$ cat config.mk
export PLATFORM = sky130hd
export DESIGN_NAME = rom_bus_sequencer_flat
export DESIGN_NICKNAME = d
export VERILOG_FILES = /design/src/rtl/rom_bus_sequencer_if.sv /design/src/rtl/rom_bus_sequencer.sv /design/src/flat_wrapper.sv
export SDC_FILE = /design/constraint.sdc
export NUM_CORES = 1
export LEC_CHECK = 0
export BUFFER_PORTS_ARGS = -buffer_cell sky130_fd_sc_hd__buf_2
export CORE_ASPECT_RATIO = 0.5
export CORE_MARGIN = 2
export CORE_UTILIZATION = 55
export CTS_BUF_LIST = sky130_fd_sc_hd__clkbuf_4
export CTS_CLUSTER_SIZE = 25
export DETAILED_ROUTE_END_ITERATION = 8
export PLACE_DENSITY = 0.81
export REMOVE_ABC_BUFFERS = 1
export SYNTH_ARGS = -nofsm -noshare
export SYNTH_HDL_FRONTEND = slang
export SYNTH_SLANG_ARGS = --single-unit
$ cat constraint.sdc
create_clock -name clock -period 2.5 [get_ports clock]
set_clock_uncertainty 0.15 [all_clocks]
set_input_delay 0.375 -clock clock [delete_from_list [all_inputs] [get_ports clock]]
set_output_delay 0.375 -clock clock [all_outputs]
set_load 0.1 [all_outputs]
$ cat src/rtl/rom_bus_sequencer_if.sv
// Signal bundle between the 4004-style ROM bus sequencer, the ROM pads and the core.
// Handshake: instr_valid is a one-clock strobe with no ready; the core must take instr in X2.
interface rom_bus_sequencer_if #(
  parameter int CNT_W = 16
);
  logic             halt;
  logic [11:0]      pc;
  logic [3:0]       rom_in;
  logic [3:0]       addr_nibble;
  logic             addr_oeb;
  logic             sync;
  logic [2:0]       phase;
  logic [7:0]       instr;
  logic             instr_valid;
  logic [CNT_W-1:0] cycle_count;

  modport master (
    input  halt, pc, rom_in,
    output addr_nibble, addr_oeb, sync, phase, instr, instr_valid, cycle_count
  );

  modport slave (
    output halt, pc, rom_in,
    input  addr_nibble, addr_oeb, sync, phase, instr, instr_valid, cycle_count
  );
endinterface

$ cat src/rtl/rom_bus_sequencer.sv
// 8-phase instruction cycle generator: drives the fetch address as three nibbles,
// captures two data nibbles and strobes the assembled opcode to the core in X2.
module rom_bus_sequencer #(
  parameter int CNT_W = 16
) (
  input logic               clock,
  input logic               reset,
  rom_bus_sequencer_if.master bus
);
    typedef enum logic [2:0] {
        A1 = 3'd0, A2 = 3'd1, A3 = 3'd2, M1 = 3'd3,
        M2 = 3'd4, X1 = 3'd5, X2 = 3'd6, X3 = 3'd7
    } phase_e;

    phase_e           state_q, state_d;
    logic [11:0]      pc_q, pc_d;
    logic [3:0]       addr_q, addr_d;
    logic             oeb_q, oeb_d;
    logic             sync_q, sync_d;
    logic [3:0]       rom_q, hi_q;
    logic [7:0]       instr_q;
    logic             valid_q;
    logic [CNT_W-1:0] cnt_q;
    logic             first_q;
    logic             wrap;

    always_ff @(posedge clock or posedge reset) begin
        if (reset) begin
            state_q <= X3;
            pc_q    <= '0;
            addr_q  <= '0;
            oeb_q   <= 1'b1;
            sync_q  <= 1'b1;
        end else begin
            state_q <= state_d;
            pc_q    <= pc_d;
            addr_q  <= addr_d;
            oeb_q   <= oeb_d;
            sync_q  <= sync_d;
        end
    end

    // Address outputs are computed from the next phase so they are registered
    // and valid for the whole phase they belong to.
    always_comb begin
        state_d = state_q;
        pc_d    = pc_q;
        wrap    = 1'b0;
        addr_d  = '0;
        oeb_d   = 1'b1;
        case (state_q)
            X3: begin
                if (!bus.halt) begin
                    state_d = A1;
                    pc_d    = bus.pc;
                    wrap    = 1'b1;
                end
            end
            default: state_d = phase_e'(state_q + 3'd1);
        endcase
        case (state_d)
            A1: begin addr_d = pc_d[3:0];  oeb_d = 1'b0; end
            A2: begin addr_d = pc_d[7:4];  oeb_d = 1'b0; end
            A3: begin addr_d = pc_d[11:8]; oeb_d = 1'b0; end
            default: begin addr_d = '0; oeb_d = 1'b1; end
        endcase
        sync_d = (state_d == X3);
    end

    always_ff @(posedge clock or posedge reset) begin
        if (reset) begin
            rom_q   <= '0;
            hi_q    <= '0;
            instr_q <= '0;
            valid_q <= 1'b0;
        end else begin
            rom_q   <= bus.rom_in;
            valid_q <= (state_q == X1);
            if (state_q == M2) hi_q <= rom_q;
            if (state_q == X1) instr_q <= {hi_q, rom_q};
        end
    end

    // The first X3->A1 after reset starts the first cycle rather than ending one.
    always_ff @(posedge clock or posedge reset) begin
        if (reset) begin
            cnt_q   <= '0;
            first_q <= 1'b1;
        end else if (wrap) begin
            first_q <= 1'b0;
            if (!first_q) cnt_q <= cnt_q + CNT_W'(1);
        end
    end

    assign bus.phase       = state_q;
    assign bus.addr_nibble = addr_q;
    assign bus.addr_oeb    = oeb_q;
    assign bus.sync        = sync_q;
    assign bus.instr       = instr_q;
    assign bus.instr_valid = valid_q;
    assign bus.cycle_count = cnt_q;
endmodule

$ cat src/flat_wrapper.sv
// flat-port wrapper written by rule: the top's interface ports become plain ports
module rom_bus_sequencer_flat 
#(
  parameter int CNT_W = 16
)
  (clock, reset, bus_halt, bus_pc, bus_rom_in, bus_addr_nibble, bus_addr_oeb, bus_sync, bus_phase, bus_instr, bus_instr_valid, bus_cycle_count);
  rom_bus_sequencer_if #(.CNT_W(CNT_W)) bus_i ();
  input logic clock;
  input logic reset;
  input wire logic [$bits(bus_i.halt)-1:0] bus_halt;
  input wire logic [$bits(bus_i.pc)-1:0] bus_pc;
  input wire logic [$bits(bus_i.rom_in)-1:0] bus_rom_in;
  output wire logic [$bits(bus_i.addr_nibble)-1:0] bus_addr_nibble;
  output wire logic [$bits(bus_i.addr_oeb)-1:0] bus_addr_oeb;
  output wire logic [$bits(bus_i.sync)-1:0] bus_sync;
  output wire logic [$bits(bus_i.phase)-1:0] bus_phase;
  output wire logic [$bits(bus_i.instr)-1:0] bus_instr;
  output wire logic [$bits(bus_i.instr_valid)-1:0] bus_instr_valid;
  output wire logic [$bits(bus_i.cycle_count)-1:0] bus_cycle_count;
  assign bus_i.halt = bus_halt;
  assign bus_i.pc = bus_pc;
  assign bus_i.rom_in = bus_rom_in;
  assign bus_addr_nibble = bus_i.addr_nibble;
  assign bus_addr_oeb = bus_i.addr_oeb;
  assign bus_sync = bus_i.sync;
  assign bus_phase = bus_i.phase;
  assign bus_instr = bus_i.instr;
  assign bus_instr_valid = bus_i.instr_valid;
  assign bus_cycle_count = bus_i.cycle_count;
  rom_bus_sequencer #(.CNT_W(CNT_W)) u_core (.clock(clock), .reset(reset), .bus(bus_i));
endmodule
==> results of run 1 <==
state kept, by name (all words and copies together), names as in the netlist:
register                count
u_core.bus.addr_nibble      4
u_core.bus.addr_oeb         1
u_core.bus.cycle_count     16
u_core.bus.instr            8
u_core.bus.instr_valid      1
u_core.bus.phase            3
u_core.bus.sync             1
u_core.first_q              1
u_core.hi_q                 4
u_core.pc_q                12
u_core.rom_q                4
cell usage in the layout, fill, tap and decap left out, drive strengths merged, types with 5 or more instances in the layout:
| cell | netlist | layout |
|---|---|---|
| dfstp | 6 | 6 |
| nand2 | 7 | 7 |
| buf | 1 | 56 |
| xnor2 | 7 | 7 |
| nand3 | 22 | 22 |
| ha | 6 | 6 |
| mux2 | 25 | 25 |
| dfrtp | 49 | 49 |
| clkbuf | 1 | 5 |
| xor2 | 8 | 8 |
| inv | 6 | 6 |
critical path, delay by kind of cell (launching register included):
family,cells,cell delay (ns)
xor gates and xnor gates,1,0.15
adders and majority gates,2,0.50
DFF,1,0.62
and+or+nand+nor,3,0.84
routing by layer:
| layer | vias up | part of all wire, % | wire, µm |
|---|---|---|---|
| met2 | 28 | 51 | 2040 |
| met4 | 0 | 0.66 | 26 |
| met5 | - | 0 | 0 |
| met3 | 2 | 4.2 | 168 |
| li1 | 715 | - | - |
| met1 | 734 | 44 | 1730 |
cells by family (layout without fill, tap and decap cells):
group	after synthesis	after routing	share of synthesized area, %
compound gates	6	6	1.92
xor+xnor	15	15	5.76
buf+inv	8	74	1.65
flops	55	55	60.7
simple gates	51	51	14.3
fa+ha+maj	6	6	3.29
mux	25	25	12.3
how the worst max path moves through the flow:
| stage | to | depth (start not counted) | slack, ns | from |
|---|---|---|---|---|
| floorplan | u_core.bus.addr_nibble[1] | 6 | -0.22 | u_core.bus.phase[0] |
| global placement | u_core.bus.addr_nibble[2] | 7 | 0.28 | u_core.bus.phase[0] |
| detailed placement | u_core.bus.cycle_count[13] | 6 | 0.20 | u_core.bus.phase[0] |
| CTS | u_core.bus.cycle_count[13] | 6 | 0.16 | u_core.bus.phase[0] |
| global route | u_core.bus.addr_nibble[2] | 7 | 0.04 | u_core.bus.phase[0] |
| finish | u_core.bus.cycle_count[13] | 6 | 0.17 | u_core.bus.phase[0] |
metrics by stage:
| step | utilization [%] | std cells | setup WS [ns] |
|---|---|---|---|
| final | 69.0 | 286 | 0.167 |
| after global routing | 69.0 | 286 | 0.0374 |
| after CTS | 69.0 | 286 | 0.157 |
| after detailed placement | 66.5 | 274 | 0.199 |
| after floorplan | - | 164 | -0.223 |
| after global placement | 66.5 | 274 | 0.283 |
final cells by class:
type	instances	area (µm²)	share of cell area (%)
Sequential cell	55	1380	50.9
Multi-Input combinational cell	103	858	31.6
Timing Repair Buffer	60	330	12.1
Tap cell	54	67.6	2.48
Clock buffer	5	37.5	1.38
Inverter	6	22.5	0.828
Clock inverter	3	20.0	0.736
==> summary.txt, run 1 <==
CTS tree: yes
Syn_area_per_cell: 13.7 µm²
Placer Congestion: 0.748
Most Crowded Layer GR: met2
Main flop type after synthesis: dfrtp_1
Routed WL per cell: 13.9 µm
Nets: 256
# resized after CTS: 0
Critical-path top delay cell: dfstp_2
M3 GR Usage: 5.20%
Vias per cell: 5.17
Critical path launch point type: flop
Met1 usage: 23.1%
GRT Residual Overflow: 0
Synth warnings: 0
Routed Antenna Nets: 0
Pre-Repair DR Iteration Count: 4
R2R setup slack: 0.17 ns
Die Area: 0.00471 mm²
Die X: 95.1 µm
H-Tree Depth: 2
Final setup violating endpoints: 0
Worst Path Required: 2.65 ns
Reg2reg end: u_core.bus.cycle_count[13]
Worst Setup End Kind: flop
Max-slew violation count: 0
Fraction of layout cells with a size suffix above 1: 44.4%
Final Cycle Share: 93.3%
GRT Overall Usage: 19.2%
PortBufs: 52
First-pass GRT wire length: 6.84 mm
Met2 usage: 34.4%
Setup Crit Path Kind: flop to flop
Dpl hpwl: 2.83 mm
Most Frequent Cell on Critical Path: ha_1
TNS Setup: 0 ns
Bufs on Longest Clock Path: 2
Async SR Flop Fraction: 100%
Num CTS Buffers: 5
Sequential fraction of the synthesis area: 60.7%
Cts hold-fix bufs: 4
Boundary Pins: 53
Crit-path max cell delay: 0.62 ns
Synth cell types: 30
Yosys top cell area share: 53.8%
Final Critical Period: 2.33 ns
Initial DRC Count: 31
Via count: 1479
R2R depth: 6
Fmax: 429 MHz
Syn Std Cell Area: 0.00228 mm²
Status: completed
Post-Synthesis Cells: 166
EDFF count, synth: 0
FF-to-FF Start: u_core.bus.phase[0]
Total Wirelength: 3.96 mm
Final instance area: 0.00272 mm²
CP Max Fanout: 8
Ant. Diodes: 0
Crit-path cells: ha_1 -> ha_1 -> nor3b_4 -> and3_1 -> and4_1 -> xor2_1
Post-synth top cells: 49 x dfrtp_1, 25 x mux2_2, 21 x nand3_1
DR DRC count: 0
Arrival time worst endpoint: 2.49 ns
Number of global-route vias before repair: 1568
Max Cap Violations: 0
Core area: 0.00394 mm²
Clock latency on the worst-skew pair: 0.37 ns
Area after DPL: 0.00262 mm²
Rows: 16
Worst min path class: input port to async pin
Most frequent cell after synthesis: dfrtp_1
Leading post-synthesis cells by cell area: dfrtp_1 54%, mux2_2 12%, dfstp_2 6.9%
Worst-Margin Slew: 0.669 ns
Root Buffer: clkbuf_4
Clk sinks: 55
Fill count: 291
RSZ-0062 raised after global routing: no
Starting Density: 57.8%
Hold slack: 0.0104 ns
Biggest area consumer among synthesized cells: dfrtp_1
Rel. slew slack: 55.4%
FF+latch count, synth: 55
Final hold vios: 0
Largest net degree at the start of global routing: 56
Die Ht: 49.5 µm
Setup Buffers After CTS: 0
Clock-pin slew on the worst setup and hold paths: 0.16 ns
Initial antenna violation count: 0
Area growth from synthesis to layout: 19.3%
Power of run 1 is not shown: default switching activity piles up to over one toggle a cycle in this logic, so the estimate is an artifact.
==> run 2: changes to the inputs <==
--- a/config.mk
+++ b/config.mk
@@ -6,13 +6,15 @@
 export NUM_CORES = 1
 export LEC_CHECK = 0
 export BUFFER_PORTS_ARGS = -buffer_cell sky130_fd_sc_hd__buf_2
+export CELL_PAD_IN_SITES_DETAIL_PLACEMENT = 1
+export CELL_PAD_IN_SITES_GLOBAL_PLACEMENT = 1
 export CORE_ASPECT_RATIO = 0.5
 export CORE_MARGIN = 2
-export CORE_UTILIZATION = 55
+export CORE_UTILIZATION = 44
 export CTS_BUF_LIST = sky130_fd_sc_hd__clkbuf_4
 export CTS_CLUSTER_SIZE = 25
 export DETAILED_ROUTE_END_ITERATION = 8
-export PLACE_DENSITY = 0.81
+export PLACE_DENSITY_LB_ADDON = 0.1
 export REMOVE_ABC_BUFFERS = 1
 export SYNTH_ARGS = -nofsm -noshare
 export SYNTH_HDL_FRONTEND = slang
==> summary.txt, run 2 (synthesis gave the netlist of run 1 again) <==
Status: completed
Initial antenna violation count: 0 (unchanged)
GRT Residual Overflow: 0 (unchanged)
Clock latency on the worst-skew pair: 0.35 ns (-0.02 ns)
Post-route setup slack: 0.210 ns (+0.0425 ns)
Max-slew violation count: 0 (unchanged)
Critical path launch point type: flop
Arrival time worst endpoint: 2.39 ns (-0.10 ns)
Boundary Pins: 53 (unchanged)
Number of global-route vias before repair: 1561 (-0.45%)
R2R depth: 7 (+1)
Rows: 18 (+2)
CTS tree: yes
Largest net degree at the start of global routing: 31 (-45%)
H-Tree Depth: 2 (unchanged)
Most frequent cells in the layout: 52 x buf_2, 49 x dfrtp_1, 25 x mux2_2
Die Area: 0.00581 mm² (+23%)
Total Wirelength: 4.55 mm (+15%)
Final hold vios: 0 (unchanged)
Clk sinks: 55 (unchanged)
Dpl hpwl: 3.20 mm (+13%)
RSZ-0062 raised after global routing: no
Non-Filler Instances: 306 (+7.0%)
Starting Density: 46.0% (-12 points)
Routed Antenna Nets: 0 (unchanged)
Worst Setup End Kind: flop
Final setup violating endpoints: 0 (unchanged)
GRT Overall Usage: 16.6% (-2.6 points)
Vias per cell: 4.85 (-6.3%)
Final Cycle Share: 91.6% (-1.7 points)
Die Ht: 54.9 µm (+11%)
Core area: 0.00495 mm² (+26%)
Placer Congestion: 0.751 (+0.40%)
Most common library cell in the layout ignoring fill and taps: buf_2
Max reg flops: 16 (unchanged)
Die X: 106 µm (+11%)
Fraction of layout cells with a size suffix above 1: 44.5% (+0.095 points)
Max Cap Violations: 0 (unchanged)
Nets: 260 (+1.6%)
Bufs on Longest Clock Path: 2 (unchanged)
Final Critical Period: 2.29 ns (-0.0425 ns)
Routed WL per cell: 14.9 µm (+7.3%)
Pre-Repair DR Iteration Count: 4 (unchanged)
First-pass GRT wire length: 7.26 mm (+6.0%)
Hold Path Cell Cnt: 2
Rel. slew slack: 58.7% (+3.3 points)
Worst Path Required: 2.60 ns (-0.05 ns)
PortBufs: 52 (unchanged)
Worst-Margin Slew: 0.618 ns (-0.0511 ns)
Ant. Diodes: 0 (unchanged)
Worst min path class: input port to flop
Root Buffer: clkbuf_4
DR DRC count: 0 (unchanged)
Dpl cells: 292 (+6.6%)
Fmax: 437 MHz (+1.9%)
Dpl ws: 0.126 ns (-0.0730 ns)
Area growth from synthesis to layout: 21.5%
Initial DRC Count: 48 (+55%)
Via count: 1483 (+0.27%)
Setup Crit Path Kind: flop to flop
Clock-pin slew on the worst setup and hold paths: 0.15 ns (about the same)
CP Max Fanout: 10 (+2)
Num CTS Buffers: 5 (unchanged)
run 2: cell count changes in the layout (fill, tap and decap cells not counted), sizes merged:
cell         before  now
buf              56   59
clkinvlp          2    0
clkbuf            5    6
clkinv            1    2
dlygate4sd3       4    5
run 2: what timing repair did:
item,CTS,global route
hold buffers,5,0
endpoints found under the hold margin,31,0
setup endpoints to repair,0,6
setup buffers,0,1
gates resized for setup,0,1
run 2: layout make-up:
cell class              instances  area [µm²]
inverters                       6        22.5
repair buffers                 64         363
clock buffers                   6        45.0
fillers                       548        2180
multi-input cells             103         861
flip-flops and latches         55        1380
clock inverters                 2        7.51
well taps                      70        87.6
run 2: critical path, cell delays in order (launching register included):
cell and delay [ns]:
dfstp_2 0.63, ha_1 0.20, ha_2 0.28, nor2b_2 0.19, buf_4 0.20, mux2_2 0.36, nand3_1 0.09, nand3_1 0.10
run 2: metal layers:
layer | routed length [µm] | vias to the layer above | track usage, %
met5 | 0 | - | 0
met4 | 14 | 0 | 1.97
met3 | 246 | 2 | 5.27
met1 | 2140 | 733 | 20.7
met2 | 2150 | 32 | 30.4
li1 | - | 716 | -
run 2: worst paths after layout:
kind / startpoint / to / slack [ns]
setup / recovery: u_core.bus.phase[0] / u_core.bus.addr_nibble[2] / 0.21
hold / removal: bus_pc[7] / u_core.pc_q[7] / 0.11
setup reg to reg: u_core.bus.phase[0] / u_core.bus.addr_nibble[2] / 0.21
hold reg to reg: u_core.bus.cycle_count[15] / u_core.bus.cycle_count[15] / 0.33
max in group asynchronous: reset / u_core.bus.phase[0] / 1.07
min in group asynchronous: reset / u_core.bus.instr_valid / 0.47
run 2: per-stage QoR:
| stage | util (%) | TNS, ns | hold WS, ns | cell area (µm²) |
|---|---|---|---|---|
| 2_1_floorplan | - | -1.90 | 0.256 | 2260 |
| 3_3_place_gp | 53.6 | 0 | 0.306 | 2660 |
| 3_5_place_dp | 53.6 | 0 | 0.311 | 2660 |
| 4_1_cts | 55.7 | 0 | 0.0977 | 2760 |
| 5_1_grt | 55.9 | 0 | 0.0900 | 2770 |
| 6_report | 55.9 | 0 | 0.106 | 2770 |
Power of run 2 is left out for the same reason.
==> run 3: changes to the inputs <==
--- a/config.mk
+++ b/config.mk
@@ -5,17 +5,17 @@
 export SDC_FILE = /design/constraint.sdc
 export NUM_CORES = 1
 export LEC_CHECK = 0
+export ABC_AREA = 1
 export BUFFER_PORTS_ARGS = -buffer_cell sky130_fd_sc_hd__buf_2
 export CELL_PAD_IN_SITES_DETAIL_PLACEMENT = 1
 export CELL_PAD_IN_SITES_GLOBAL_PLACEMENT = 1
 export CORE_ASPECT_RATIO = 0.5
 export CORE_MARGIN = 2
-export CORE_UTILIZATION = 44
+export CORE_UTILIZATION = 42
 export CTS_BUF_LIST = sky130_fd_sc_hd__clkbuf_4
 export CTS_CLUSTER_SIZE = 25
 export DETAILED_ROUTE_END_ITERATION = 8
 export PLACE_DENSITY_LB_ADDON = 0.1
-export REMOVE_ABC_BUFFERS = 1
 export SYNTH_ARGS = -nofsm -noshare
 export SYNTH_HDL_FRONTEND = slang
 export SYNTH_SLANG_ARGS = --single-unit
==> summary.txt, run 3 <==
GRT Residual Overflow: 0 (unchanged)
Sequential fraction of the synthesis area: 56.7% (-4.0 points)
Met2 usage: 32.7% (+2.3 points)
Register area: 0.00138 mm² (unchanged)
Post-synth top cells: 83 x nand2_1, 49 x dfrtp_1, 37 x inv_1
GRT Overall Usage: 18.9% (+2.3 points)
Num CTS Buffers: 5 (unchanged)
Most Crowded Layer GR: met2
Boundary Pins: 53 (unchanged)
Via count: 1910 (+29%)
Multi-input gate area: 893 µm² (+3.8%)
Routed WL per cell: 13.6 µm (-8.2%)
Initial DRC Count: 72 (+50%)
Routed Antenna Nets: 0 (unchanged)
Arrival time worst endpoint: 2.25 ns (-0.14 ns)
Root Buffer: clkbuf_4
CP Max Fanout: 18 (+8)
M3 GR Usage: 4.92% (-0.35 points)
Worst Path Required: 2.68 ns (+0.08 ns)
Clk sinks: 55 (unchanged)
Cts hold-fix bufs: 5 (unchanged)
Status: completed
Number of global-route vias before repair: 1973 (+26%)
H-Tree Depth: 2 (unchanged)
Fraction of layout cells with a size suffix above 1: 27.3% (-17 points)
Largest net degree at the start of global routing: 56 (+81%)
P per Cell Area: 1310 mW/mm²
PortBufs: 52 (unchanged)
Vias per cell: 4.74 (-2.2%)
Max-slew violation count: 0 (unchanged)
Initial antenna violation count: 0 (unchanged)
Clock latency on the worst-skew pair: 0.38 ns (+0.03 ns)
Worst-Margin Slew: 0.491 ns (-0.127 ns)
Setup Crit Path Kind: flop to flop
Met1 usage: 24.6% (+3.9 points)
CTS tree: yes
Yosys top cell area share: 50.2% (-3.6 points)
Post-Synthesis Cells: 265 (+60%)
Max Cap Violations: 0 (unchanged)
Area growth from synthesis to layout: 19.4%
Peak supply drop: 0.000797 V
RSZ-0062 raised after global routing: no
Syn nets: 290
Die Area: 0.00648 mm² (+12%)
Clock-pin slew on the worst setup and hold paths: 0.16 ns (about the same)
Biggest area consumer among synthesized cells: dfrtp_1
Fill count: 684 (+25%)
Critical path launch point type: flop
Synth warnings: 0 (unchanged)
Final Util: 52.7% (-3.3 points)
Fmax: 484 MHz (+11%)
Main flop type after synthesis: dfrtp_1
DR DRC count: 0 (unchanged)
Total Wirelength: 5.50 mm (+21%)
Syn_area_per_cell: 9.22 µm² (-33%)
Syn Std Cell Area: 0.00244 mm² (+7.1%)
Core area: 0.00554 mm² (+12%)
Worst min path class: input port to flop
Setup Buffers After CTS: 0 (unchanged)
Synth cell types: 28 (-6.7%)
# resized after CTS: 0 (unchanged)
Pre-Repair DR Iteration Count: 4 (unchanged)
Rel. slew slack: 67.5% (+8.8 points)
Max reg flops: 16 (unchanged)
Starting Density: 44.1% (-1.9 points)
EDFF count, synth: 0 (unchanged)
Nets: 354 (+36%)
Async SR Flop Fraction: 100% (unchanged)
Area after DPL: 0.00281 mm² (+5.6%)
Most frequent cells in the layout: 83 x nand2_1, 52 x buf_2, 49 x dfrtp_1
Leading post-synthesis cells by cell area: dfrtp_1 50%, nand2_1 13%, dfstp_2 6.5%
Pleak: 1.62 nW
Final Cycle Share: 82.7% (-8.9 points)
Die X: 112 µm (+5.7%)
Ant. Diodes: 0 (unchanged)
Final instance area: 0.00292 mm² (+5.3%)
FF+latch count, synth: 55 (unchanged)
Final setup violating endpoints: 0 (unchanged)
Die Ht: 57.9 µm (+5.5%)
Rows: 19 (+1)
First-pass GRT wire length: 9.55 mm (+32%)
Final Critical Period: 2.07 ns (-0.222 ns)
Placer Congestion: 0.752 (+0.12%)
Most common library cell in the layout ignoring fill and taps: nand2_1
TNS Setup: 0 ns (unchanged)
Dpl hpwl: 4.09 mm (+28%)
Bufs on Longest Clock Path: 2 (unchanged)
Most frequent cell after synthesis: nand2_1
Worst Setup End Kind: flop
Final hold vios: 0 (unchanged)
run 3: layout make-up:
class | count | share of cell area, %
clock buffer | 8 | 2.06
inverter | 40 | 5.15
multi-input combinational | 168 | 30.6
sequential | 55 | 47.4
tap | 73 | 3.13
timing repair buffer | 59 | 11.6
run 3: cells by family after synthesis:
family	Yosys count	share of synthesized area [%]
AO/OA/AOI/OAI	19	4.41
adder cells (fa/ha/maj)	6	3.07
flip-flops	55	56.7
XOR/XNOR	9	3.23
AND/OR/NAND/NOR	134	25.9
buffers and inverters	42	6.76
run 3: worst max-delay path, stage by stage (launching register included):
cell     delay [ns]
dfstp_2        0.59
ha_1           0.20
ha_1           0.31
nand2_4        0.20
nor2_4         0.20
nand3_4        0.11
nor2_2         0.13
nand2_1        0.08
nand2_1        0.07
run 3: metrics by stage:
stage	setup WS (ns)	instances	hold WS, ns	total power, W
after floorplan	0.254	265	0.256	0.00305
after global placement	0.524	390	0.297	0.00339
after detailed placement	0.403	390	0.306	0.00343
after CTS	0.402	403	0.0477	0.00386
after global routing	0.195	403	0.0496	0.00407
final	0.432	403	0.0600	0.00382
run 3: per-layer routing:
layer | part of all wire (%) | wire (µm)
met3 | 3.9 | 214
met4 | 0.71 | 39
met1 | 46 | 2550
met2 | 49 | 2690
met5 | 0 | 0
run 3: path summary, 6_finish.rpt:
path                       cells past startpoint  slack, ns                start                         end
setup / recovery                               8       0.43  u_core.bus.phase[0]  u_core.bus.cycle_count[11]
hold / removal                                 3       0.06            bus_pc[6]              u_core.pc_q[6]
setup reg to reg                               8       0.43  u_core.bus.phase[0]  u_core.bus.cycle_count[11]
hold reg to reg                                2       0.35  u_core.bus.instr[4]         u_core.bus.instr[4]
max in group asynchronous                      4       1.48                reset         u_core.bus.addr_oeb
min in group asynchronous                      4       0.42                reset             u_core.pc_q[10]
run 3: where the power goes:
| group | total [W] | switching, W | internal, W |
|---|---|---|---|
| registers | 0.00136 | 0.000156 | 0.00120 |
| logic | 0.00204 | 0.00165 | 0.000390 |
| clock network | 0.000421 | 0.000276 | 0.000146 |
| total | 0.00382 | 0.00208 | 0.00174 |
(Power assumes the default switching activity.)
